[src/rtl/hazard_stall_unit.sv]
// Front-end hold/flush/bubble control for load-use, taken-branch and EX-busy hazards.
// Optional stall-cycle performance counter enabled by HAZARD_PERF_CNT_EN.
module hazard_stall_unit #(
  parameter int unsigned LOAD_STALL_CYCLES = 1,
  parameter int unsigned REG_AW            = 5
) (
  input  logic              clk,
  input  logic              rst,
  input  logic              idex_mem_read,
  input  logic [REG_AW-1:0] idex_rt,
  input  logic [REG_AW-1:0] ifid_rs,
  input  logic [REG_AW-1:0] ifid_rt,
  input  logic              ifid_uses_rt,
  input  logic              id_branch_taken,
  input  logic              ex_busy,
  output logic              pc_hold,
  output logic              ifid_hold,
  output logic              ifid_flush,
  output logic              idex_hold,
  output logic              idex_bubble,
  output logic [31:0]       stall_cycles
);

  typedef enum logic {RUN, LSTALL} state_t;

  localparam bit         MULTI_STALL = (LOAD_STALL_CYCLES > 1);
  localparam logic [2:0] REM_INIT    = 3'(LOAD_STALL_CYCLES - 1);

  state_t     state_q, state_d;
  logic [2:0] rem_q, rem_d;
  logic       lu;

  // Register 0 is hard-wired zero, so it can never carry a load-use dependency.
  assign lu = idex_mem_read && (idex_rt != '0) &&
              ((idex_rt == ifid_rs) || (ifid_uses_rt && (idex_rt == ifid_rt)));

  // State register
  always_ff @(posedge clk or posedge rst) begin
    if (rst) begin
      state_q <= RUN;
      rem_q   <= 3'd0;
    end else begin
      state_q <= state_d;
      rem_q   <= rem_d;
    end
  end

  // Next-state logic; an EX-busy cycle freezes the stall sequence
  always_comb begin
    state_d = state_q;
    rem_d   = rem_q;
    if (!ex_busy) begin
      case (state_q)
        RUN: begin
          if (lu && MULTI_STALL) begin
            state_d = LSTALL;
            rem_d   = REM_INIT;
          end
        end
        LSTALL: begin
          rem_d = rem_q - 3'd1;
          if (rem_q == 3'd1) state_d = RUN;
        end
        default: state_d = RUN;
      endcase
    end
  end

  // Mealy outputs, forced low while reset is asserted
  always_comb begin
    pc_hold     = 1'b0;
    ifid_hold   = 1'b0;
    ifid_flush  = 1'b0;
    idex_hold   = 1'b0;
    idex_bubble = 1'b0;
    if (!rst) begin
      if (ex_busy) begin
        pc_hold   = 1'b1;
        ifid_hold = 1'b1;
        idex_hold = 1'b1;
      end else if (state_q == LSTALL || lu) begin
        pc_hold     = 1'b1;
        ifid_hold   = 1'b1;
        idex_bubble = 1'b1;
      end else if (id_branch_taken) begin
        ifid_flush = 1'b1;
      end
    end
  end

`ifdef HAZARD_PERF_CNT_EN
  logic [31:0] cnt_q;

  // Saturating count of PC-hold cycles
  always_ff @(posedge clk or posedge rst) begin
    if (rst) begin
      cnt_q <= 32'd0;
    end else if (pc_hold && (cnt_q != 32'hFFFF_FFFF)) begin
      cnt_q <= cnt_q + 32'd1;
    end
  end

  assign stall_cycles = cnt_q;
`else
  assign stall_cycles = 32'd0;
`endif

endmodule

[config.mk]
export PLATFORM = sky130hd
export DESIGN_NAME = hazard_stall_unit
export DESIGN_NICKNAME = d
export VERILOG_FILES = /design/src/rtl/hazard_stall_unit.sv
export SDC_FILE = /design/constraint.sdc
export NUM_CORES = 1
export LEC_CHECK = 0
export BUFFER_PORTS_ARGS = -buffer_cell sky130_fd_sc_hd__buf_2
export CAP_MARGIN = 25
export CORE_MARGIN = 2
export CORE_UTILIZATION = 39
export CTS_CLUSTER_DIAMETER = 60
export DETAILED_ROUTE_END_ITERATION = 10
export PLACE_DENSITY = 0.84
export SLEW_MARGIN = 10
export SYNTH_ARGS = -nofsm -noshare
export SYNTH_HDL_FRONTEND = slang
export SYNTH_SLANG_ARGS = --single-unit
[constraint.sdc]
create_clock -name clk -period 2.6 [get_ports clk]
set_input_delay 0.13 -clock clk [delete_from_list [all_inputs] [get_ports clk]]
set_output_delay 0.13 -clock clk [all_outputs]
set_load 0.01 [all_outputs]
Word level (Yosys, flattened, before mapping)
Cells that the tools add are included.
{ "totals": {"regBits": 4, "out_inout_bits": 37, "elab_cells": 27} }
{ "classes": {"addsub": 1, "n_eq_ne": 3, "n_mux": 13, "bitwise": 1, "reduce_logical": 7} }
{ "op_table": {"columns": ["operator", "n"], "rows": [
  ["$mux W1", 13],
  ["$eq A5 B5 Y1", 2],
  ["$reduce_bool A5 Y1", 1],
  ["$eq A3 B1 Y1 const B", 1],
  ["$logic_and A1 B1 Y1", 3],
  ["$sub A3 B1 Y3 const B", 1],
  ["$logic_or A1 B1 Y1", 2],
  ["$reduce_and A2 Y1", 1],
  ["$not A1 Y1", 1]
]} }

Logic depth before layout (Yosys ltp)
Gate-level depths: netlist (run 1).
{ "logic_depth": {"word_depth": 8, "mapped_depth": 5} }

Worst setup path before layout (run 1)
OpenSTA, ideal clock, no wires.
{ "synth_timing": {"path_kind": "input-to-output", "start": "input port idex_rt[3]", "end": "output port pc_hold", "t_arrival_ns": 1.347, "slack_ns": 1.123, "cell_stages": 5, "n_path_buf": 1, "path_cell_list": "xor2_1 > nor4_2 > a32oi_1 > o31ai_1 > buf_4"} }
{ "synth_between": {"elab_chain_cells": 8, "word_cells_on_any_way": 11, "classes_between": "eq/ne: 2; mux: 3; reduce/logical: 6"} }
{ "synth_lines": {"columns": ["element", "line_no", "text"], "rows": [
  ["start, declared", "10", "input logic [REG_AW-1:0] idex_rt,"],
  ["$eq A5 B5 Y1", "35", "((idex_rt == ifid_rs) || (ifid_uses_rt && (idex_rt == ifid_rt)));"],
  ["$logic_and A1 B1 Y1", "35", null],
  ["$logic_or A1 B1 Y1", "35", null],
  ["$logic_and A1 B1 Y1 (*)", "34", "assign lu = idex_mem_read && (idex_rt != '0) &&"],
  ["$logic_or A1 B1 Y1 (*)", "81", "end else if (state_q == LSTALL || lu) begin"],
  ["$mux W1 (*) (3 in series)", null, null],
  ["end, declared", "16", "output logic pc_hold,"]
]} }
Every way passes the cells marked *; elsewhere a longest branch is shown, timed or not.

Worst setup path in the final report (run 1)
{ "layout_timing": {"start": "input port rst", "end": "output port ifid_hold"} }
{ "layout_between": {"elab_chain_cells": 1} }
{ "layout_lines": {"columns": ["element", "line_no", "text"], "rows": [
  ["start, declared", "8", "input logic rst,"],
  ["$mux W1", "76", "if (!rst) begin"],
  ["end, declared", "17", "output logic ifid_hold,"]
]} }
Every way passes these cells.

==> impl_metrics.py, run 1 <==
metrics = {
    "synth": {
        "synth_area_per_cell_um2": 8.37,
        "yosys-top-cells-count": "buf_4, xor2_1, dfrtp_1, inv_1",
        "ys_seq_area_frac": 0.159,
        "ys_warn_count": 0,
        "syn_inst": 75,
        "syn_area_um2": 628,
        "yosysTopAreaCell": "buf_4",
        "yosysMostFrequentCell": "buf_4",
        "synth_top_area_frac": 0.394,
        "synth.area.top_cells": "buf_4, dfrtp_1, xor2_1",
        "synth_cell_types": 22,
        "ys_seq_elements": 4,
        "synth_async_sr_flop_share": 1.00,
        "synthFlopType": "dfrtp_1",
        "synth_edf_count": 0,
    },
    "floorplanning": {
        "initial_core_util": 0.417,
        "die_area_mm2": 0.00195,
        "dieHeight_um": 44.1,
        "core_mm2": 0.00151,
        "fp-row-count": 14,
        "die_x_um": 44.1,
        "boundaryPins": 58,
    },
    "final_layout": {
        "final_core_util": 0.448,
        "layout-drive-gt1-share": 0.304,
        "area_growth_syn_to_layout_pct": 7.37,
        "stdcell_area_um2": 674,
        "diodes": 0,
        "nNetsFinal": 127,
    },
    "grt": {
        "grt_pass1_wl_um": 1540,
        "gr-usage-all-layers": 0.113,
        "grt_max_degree": 8,
        "antenna_found_initial": 0,
        "gr-total-overflow": 0,
        "grt_pass1_vias": 377,
    },
    "timing": {
        "rsz0062_at_grt": "false",
        "max_freq_mhz": 680,
        "setup_viol": 0,
        "final.setup_skew_ns": 0.00276,
        "holdWs_ns": 0.215,
        "layout_min_cycle_time_ns": 1.47,
        "post-route-period-util": 0.566,
        "fin_tns_setup_ns": 0,
        "slew_viol_final": 0,
        "hold_viol": 0,
    },
    "placed_design": {
        "placed_area_um2": 642,
        "port_buffers": 25,
        "place_congestion": 0.685,
        "dp_hpwl_um": 909,
    },
    "flow_run": {
        "cap_violations": 0,
    },
    "detailed_routing": {
        "wl_um": 1060,
        "vias": 478,
        "wire_per_inst_um": 8.98,
        "vias_per_cell": 4.05,
        "route.detailed.drc": 0,
        "drt-initial-drc-count": 2,
        "antenna_left": 0,
        "dr.pass1.iters": 4,
    },
    "clocking": {
        "cts_setup_buffers": 0,
        "cts_buffers": 3,
        "clkTransAtPathRegs_ns": 0.04,
        "htreeDepth": 1,
        "clk_path_buf_depth": 2,
        "worstSkewPairLatency_ns": 0.24,
        "root_buffer": "clkbuf_4",
        "clock_sinks": 4,
        "cts_tree": "built",
        "cts_resized": 0,
    },
    "worst_setup_path": {
        "cp.required_ns": 2.47,
        "critical_path_class": "in -> out",
        "critPathArrivalTime_ns": 1.34,
        "crit_path_end_kind": "primary output",
        "critPathLaunchType": "input pin",
        "critPathMaxFanout": 5,
    },
    "power_and_ir_drop": {
        "design_power_total_uw": 337,
        "p_per_area_mw_per_mm2": 499,
        "leakage_uw": 0.000387,
        "max-vdd-ir-drop_mv": 0.283,
    },
    "outcome": {
        "outcome": "completed",
    },
    "worst_hold_path": {
        "min_path_type": "in -> reg",
    },
}
## final timing paths
path	to	from	slack [ns]	depth (start not counted)
worst min register to register	rem_q[1]$_DFFE_PP0P_	rem_q[1]$_DFFE_PP0P_	0.48	2
max in group asynchronous	rem_q[1]$_DFFE_PP0P_	rst	2.07	3
worst max-delay path	ifid_hold	rst	1.13	6
worst min-delay path	state_q$_DFFE_PP0N_	ex_busy	0.21	3
min in group asynchronous	state_q$_DFFE_PP0N_	rst	0.37	3
worst max register to register	rem_q[1]$_DFFE_PP0P_	rem_q[0]$_DFFE_PP0P_	1.66	3
## stage by stage
stage	instances	worst slack [ns]
2_1_floorplan	106	1.12
3_3_place_gp	114	1.13
3_5_place_dp	114	1.12
4_1_cts	118	1.11
5_1_grt	118	0.982
6_report	118	1.13
## metal layers
metal | GRT usage | part of all wire
met3 | 0.0735 | 0.11
met2 | 0.191 | 0.56
met4 | 0.0364 | 0
met1 | 0.112 | 0.33
met5 | 0 | 0
## where the power goes
part / switching [µW] / total (µW) / internal [µW]
clock: 28.2 / 80.0 / 51.8
combinational: 80.8 / 141 / 60.7
sequential: 23.5 / 115 / 91.9
## sequential cells by signal, summed over array words and instances, names as in the netlist
register / count
state_q: 1
rem_q: 3
## worst max-delay path, stage by stage
cell	delay, ns
dlygate4sd3_1	0.53
buf_2	0.15
inv_1	0.15
o21ai_0	0.11
o31ai_1	0.08
buf_2	0.18
## timing repair
action,CTS,global route
hold endpoints to repair,4,0
hold buffers,1,0
endpoints found under the setup margin,0,0
## final cells by class
class,instances,area (µm²)
fillers,156,832
repair buffers,26,135
inverters,4,15.0
clock buffers,3,22.5
well taps,16,20.0
multi-input cells,65,382
flip-flops and latches,4,100
## logic make-up after synthesis
| kind of cell | after synthesis | synth area share |
|---|---|---|
| AOI/OAI and AO/OA | 8 | 0.108 |
| xor gates and xnor gates | 12 | 0.167 |
| adders and majority gates | 2 | 0.0398 |
| buffers and inverters | 37 | 0.418 |
| DFF | 4 | 0.159 |
| other | 1 | 0.00597 |
| and+or+nand+nor | 11 | 0.102 |
## placed cells by master (no fill, tap or decap)
master,n
a21oi_1,1
a32oi_1,1
buf_2,25
clkbuf_4,3
conb_1,32
dfrtp_1,4
dlygate4sd3_1,1
ha_1,2
inv_1,4
nand2_1,2
nand2b_1,1
nand3b_1,1
nor2_1,3
nor2b_1,1
nor3_1,1
nor4_2,1
o2111a_1,1
o21ai_0,2
o21ai_2,1
o31ai_1,1
o41ai_2,1
or4_1,1
xnor2_1,3
xor2_1,9
(Power assumes the default switching activity.)
==> run 2: changes to the inputs <==
- CORE_ASPECT_RATIO: not set -> 1.25
- CORE_UTILIZATION: 39 -> 33
- PLACE_DENSITY: 0.84 -> 0.76
- clock period: 2.6 -> 1.21 ns (I/O delays scaled with it)
==> run 2 against run 1 <==
  * Largest power group unchanged
  * The flow now finishes with violations (setup timing)
  * Utilization fell by 1.6 points
  * Sequential power rose by 120%
  * Critical path type unchanged
  * Worst setup slack got worse by 1.2 ns
  * Critical endpoint is now ifid_flush
  * Highest routed layer is now met4
  * Cell count rose by 5.9%
  * Sequential share of layout area fell by 1.9 points
  * Power rose by 130%
  * Via count rose by 6.9%
==> impl_metrics.py, run 2 (synthesis gave the netlist of run 1 again) <==
metrics = {
    "outcome": {
        "outcome": "finished with violations",
        "violations": "setup timing",
    },
    "power_and_ir_drop": {
        "max-vdd-ir-drop_mv": 0.341,
        "leakage_uw": 0.000424,
        "design_power_total_uw": 767,
        "p_per_area_mw_per_mm2": 996,
    },
    "timing": {
        "max_freq_mhz": 771,
        "hold_viol": 0,
        "slew_viol_final": 0,
        "rsz0062_at_grt": "true",
        "post-route-period-util": 1.07,
        "fin_ws_ns": -0.0871,
        "layout_min_cycle_time_ns": 1.30,
        "setup_viol": 4,
        "final.setup_skew_ns": 0.00168,
    },
    "final_layout": {
        "reg.largest.list": "rem_q (3), state_q (1)",
        "fillers": 199,
        "layout-drive-gt1-share": 0.368,
        "largest-register": "rem_q",
        "area_growth_syn_to_layout_pct": 22.7,
        "diodes": 0,
        "final_core_util": 0.431,
        "layout_commonest_cell": "conb_1",
        "nNetsFinal": 131,
        "layout_common_cells": "conb_1, buf_2, xor2_1",
        "largest_register_ffs": 3,
    },
    "clocking": {
        "clock_sinks": 4,
        "htreeDepth": 1,
        "clkTransAtPathRegs_ns": 0.04,
        "worstSkewPairLatency_ns": 0.23,
        "clk_path_buf_depth": 2,
        "cts_setup_buffers": 0,
        "cts_buffers": 3,
        "root_buffer": "clkbuf_4",
        "cts_tree": "built",
    },
    "worst_setup_path": {
        "critical_path_class": "in -> out",
        "critPathLaunchType": "input pin",
        "crit_path_end_kind": "primary output",
        "cp.required_ns": 1.15,
        "critPathMaxFanout": 3,
        "critPathArrivalTime_ns": 1.24,
    },
    "placed_design": {
        "pre_cts_ws_ns": -0.166,
        "port_buffers": 25,
        "place_congestion": 0.721,
        "dp_hpwl_um": 1100,
    },
    "floorplanning": {
        "core_mm2": 0.00179,
        "die_x_um": 43.0,
        "fp-row-count": 17,
        "die_area_mm2": 0.00227,
        "boundaryPins": 58,
        "initial_core_util": 0.352,
        "dieHeight_um": 52.8,
    },
    "flow_run": {
        "cap_violations": 0,
    },
    "detailed_routing": {
        "vias": 511,
        "wire_per_inst_um": 9.96,
        "vias_per_cell": 4.09,
        "drt-initial-drc-count": 2,
        "dr.pass1.iters": 2,
        "antenna_left": 0,
        "route.detailed.drc": 0,
        "wl_um": 1250,
    },
    "grt": {
        "gr-total-overflow": 0,
        "gr-usage-all-layers": 0.119,
        "grt_max_degree": 8,
        "grt_pass1_wl_um": 1950,
        "antenna_found_initial": 0,
        "grt_pass1_vias": 499,
    },
    "worst_hold_path": {
        "min_path_type": "in -> reg",
    },
}
## run 2: critical path: stages
cell,delay (ns)
buf_6,0.10
or4_4,0.54
o21ai_4,0.18
o2111a_1,0.23
buf_2,0.13
## run 2: area by class of cell
cell class | count | area (µm²) | area share
flip-flops and latches | 4 | 100 | 0.130
repair buffers | 30 | 188 | 0.244
multi-input cells | 65 | 422 | 0.547
inverters | 4 | 15.0 | 0.0195
clock buffers | 3 | 22.5 | 0.0292
well taps | 19 | 23.8 | 0.0308
## run 2: repair_timing
action	in CTS	in global routing
endpoints found under the setup margin	4	4
pin swaps	6	4
hold buffers	1	0
gates resized for setup	7	2
cloned	0	0
endpoints found under the hold margin	4	0
## run 2: final timing paths
kind | from | endpoint | slack, ns | cells past startpoint
worst max register to register | rem_q[0]$_DFFE_PP0P_ | rem_q[1]$_DFFE_PP0P_ | 0.25 | 3
worst min-delay path | ex_busy | state_q$_DFFE_PP0N_ | 0.16 | 3
min in group asynchronous | rst | state_q$_DFFE_PP0N_ | 0.33 | 3
max in group asynchronous | rst | rem_q[1]$_DFFE_PP0P_ | 0.71 | 3
worst min register to register | rem_q[2]$_DFFE_PP0P_ | rem_q[2]$_DFFE_PP0P_ | 0.47 | 1
worst max-delay path | idex_rt[3] | ifid_flush | -0.09 | 5
## run 2: metal layers
metal | track usage | routed length, µm | vias to the layer above | part of all wire
met4 | 0.0606 | 10 | 0 | 0.0080
met5 | 0 | 0 | - | 0
met1 | 0.0924 | 322 | 230 | 0.26
met3 | 0.0345 | 159 | 2 | 0.13
met2 | 0.255 | 752 | 40 | 0.60
li1 | - | - | 239 | -
## run 2: power breakdown
| group | total, µW | switching [µW] | leakage [µW] | internal (µW) |
|---|---|---|---|---|
| clock network | 166 | 54.6 | 0.0000138 | 111 |
| registers | 251 | 53.5 | 0.0000492 | 197 |
| logic | 351 | 195 | 0.000361 | 156 |
| total | 767 | 303 | 0.000424 | 464 |
## run 2: through the flow
| stage | cells | setup TNS (ns) | hold WS, ns | cell area, µm² |
|---|---|---|---|---|
| 2_1_floorplan | 106 | -0.00911 | -0.168 | 766 |
| 3_3_place_gp | 121 | -0.403 | 0.0118 | 697 |
| 3_5_place_dp | 121 | -0.584 | 0.0239 | 697 |
| 4_1_cts | 125 | -0.389 | 0.164 | 757 |
| 5_1_grt | 125 | -0.555 | 0.199 | 771 |
| 6_report | 125 | -0.309 | 0.162 | 771 |
==> run 3: changes to the inputs <==
- clock period: 1.21 -> 1.06 ns (I/O delays scaled with it)
==> run 3 against run 2 <==
  * The flow still finishes with violations (setup timing)
  * Die area unchanged
  * Count of clock-buffer cells in the layout unchanged
  * Global-route usage decreased by 0.054 points
  * First-iteration DRC count shrank 100%
  * Worst setup slack got worse by 0.11 ns
  * Clock skew rose by 0.00056 ns
  * Utilization increased by 2.5 points
  * Non-clock buffer count increased by 4
  * Register-to-register slack worse by 0.14 ns
  * Power rose by 18%
==> impl_metrics.py, run 3 (synthesis gave the netlist of run 1 again) <==
metrics = {
    "worst_hold_path": {
        "worstHoldStart": "ex_busy",
        "min_path_type": "in -> reg",
        "worstHoldEndpoint": "state_q$_DFFE_PP0N_",
        "min_path_cells": 3,
    },
    "worst_setup_path": {
        "max_stage_delay_ns": 0.28,
        "r2r-end": "rem_q[1]$_DFFE_PP0P_",
        "cp.required_ns": 1.01,
        "critPathMaxFanout": 3,
        "reg2reg_slack_ns": 0.11,
        "crit_start": "ifid_rt[2]",
        "critical_path_class": "in -> out",
        "crit_slowest_cell": "nor4_2",
        "reg2regPathDepth": 3,
        "critPathArrivalTime_ns": 1.21,
        "regToRegStartpoint": "rem_q[0]$_DFFE_PP0P_",
        "crit_path_end_kind": "primary output",
        "worstPathCellList": "buf_6 > xor2_2 > nor4_2 > a32oi_2 > o2111a_1 > buf_2",
        "critPathLaunchType": "input pin",
    },
    "timing": {
        "hold_viol": 0,
        "max_freq_mhz": 794,
        "final.setup_skew_ns": 0.00224,
        "layout_min_cycle_time_ns": 1.26,
        "slew_viol_final": 0,
        "fin_tns_setup_ns": -0.767,
        "rsz0062_at_grt": "true",
        "fin_ws_ns": -0.200,
        "setup_viol": 4,
        "post-route-period-util": 1.19,
    },
    "placed_design": {
        "placed_area_um2": 719,
        "port_buffers": 25,
        "place_congestion": 0.688,
        "dp_hpwl_um": 1010,
        "placed_cells": 124,
    },
    "grt": {
        "gr-total-overflow": 0,
        "gr-usage-all-layers": 0.119,
        "grt_max_degree": 8,
        "grt_pass1_vias": 518,
        "grt_pass1_wl_um": 1930,
        "antenna_found_initial": 0,
    },
    "final_layout": {
        "reg.largest.list": "rem_q (3), state_q (1)",
        "instances_no_fill": 129,
        "layout_common_cells": "conb_1, buf_2, xor2_1, buf_4, buf_6",
        "largest_register_ffs": 3,
        "layout_commonest_cell": "conb_1",
        "nNetsFinal": 135,
        "diodes": 0,
        "area_growth_syn_to_layout_pct": 29.7,
        "fillers": 185,
        "stdcell_area_um2": 815,
        "layout-drive-gt1-share": 0.400,
        "largest-register": "rem_q",
    },
    "power_and_ir_drop": {
        "max-vdd-ir-drop_mv": 0.409,
        "leakage_uw": 0.000447,
        "p_per_area_mw_per_mm2": 1110,
    },
    "detailed_routing": {
        "dr.pass1.iters": 1,
        "vias": 516,
        "antenna_left": 0,
        "route.detailed.drc": 0,
        "vias_per_cell": 4.00,
        "wl_um": 1250,
        "drt-initial-drc-count": 0,
        "wire_per_inst_um": 9.71,
    },
    "floorplanning": {
        "initial_core_util": 0.352,
        "core_mm2": 0.00179,
        "boundaryPins": 58,
        "fp-row-count": 17,
        "die_area_mm2": 0.00227,
        "dieHeight_um": 52.8,
        "die_x_um": 43.0,
    },
    "flow_run": {
        "cap_violations": 0,
    },
    "clocking": {
        "worstSkewPairLatency_ns": 0.23,
        "clk_path_buf_depth": 2,
        "clkTransAtPathRegs_ns": 0.04,
        "root_buffer": "clkbuf_4",
        "htreeDepth": 1,
        "clock_sinks": 4,
        "cts_buffers": 3,
        "cts_tree": "built",
    },
    "outcome": {
        "violations": "setup timing",
        "outcome": "finished with violations",
    },
}
run 3: changes by cell type in the layout (fill, tap and decap cells not counted), sizes merged:
| cell | delta |
|---|---|
| buf | +4 |
run 3: report_power, final:
group	switching, µW	internal [µW]
clock	59.9	126
sequential	54.5	226
combinational	238	202
total	352	554
run 3: routing by layer:
layer	vias up	global-route usage	part of all wire
li1	245	-	-
met1	230	0.0990	0.29
met2	39	0.247	0.61
met3	2	0.0310	0.096
met4	0	0.0606	0.0064
met5	-	0	0
run 3: stage by stage:
| step | power (µW) | utilization | hold WS, ns | worst slack (ns) |
|---|---|---|---|---|
| after global routing | 997 | 0.456 | 0.187 | -0.261 |
| after floorplan | 622 | - | -0.175 | -0.144 |
| final | 906 | 0.456 | 0.151 | -0.200 |
| after CTS | 914 | 0.440 | 0.144 | -0.223 |
| after global placement | 666 | 0.403 | 0.0760 | -0.264 |
| after detailed placement | 694 | 0.403 | 0.0870 | -0.266 |
run 3: what timing repair did:
item,in CTS,in global routing
hold endpoints to repair,4,0
hold buffers,1,0
pin swaps,8,4
resized for setup,6,6
setup buffers,1,0
endpoints found under the setup margin,4,4
run 3: how the worst max path moves through the flow:
stage                             end  slack (ns)  cells after the start
after floorplan               pc_hold       -0.14                      5
after detailed placement  idex_bubble       -0.27                      6
after global routing       ifid_flush       -0.26                      6
after CTS                     pc_hold       -0.22                      6
final                      ifid_flush       -0.20                      6
after global placement    idex_bubble       -0.26                      6
run 3: area by class of cell:
type / instances / area [µm²] / area share
Clock buffer: 3 / 22.5 / 0.0276
Inverter: 4 / 15.0 / 0.0184
Multi-Input combinational cell: 65 / 429 / 0.527
Sequential cell: 4 / 100 / 0.123
Tap cell: 19 / 23.8 / 0.0292
Timing Repair Buffer: 34 / 224 / 0.275
run 3: worst max-delay path, delay by kind of cell:
family / cells / cell delay [ns]
buf+inv: 2 / 0.23
simple gates: 1 / 0.28
compound gates: 2 / 0.48
xor+xnor: 1 / 0.16
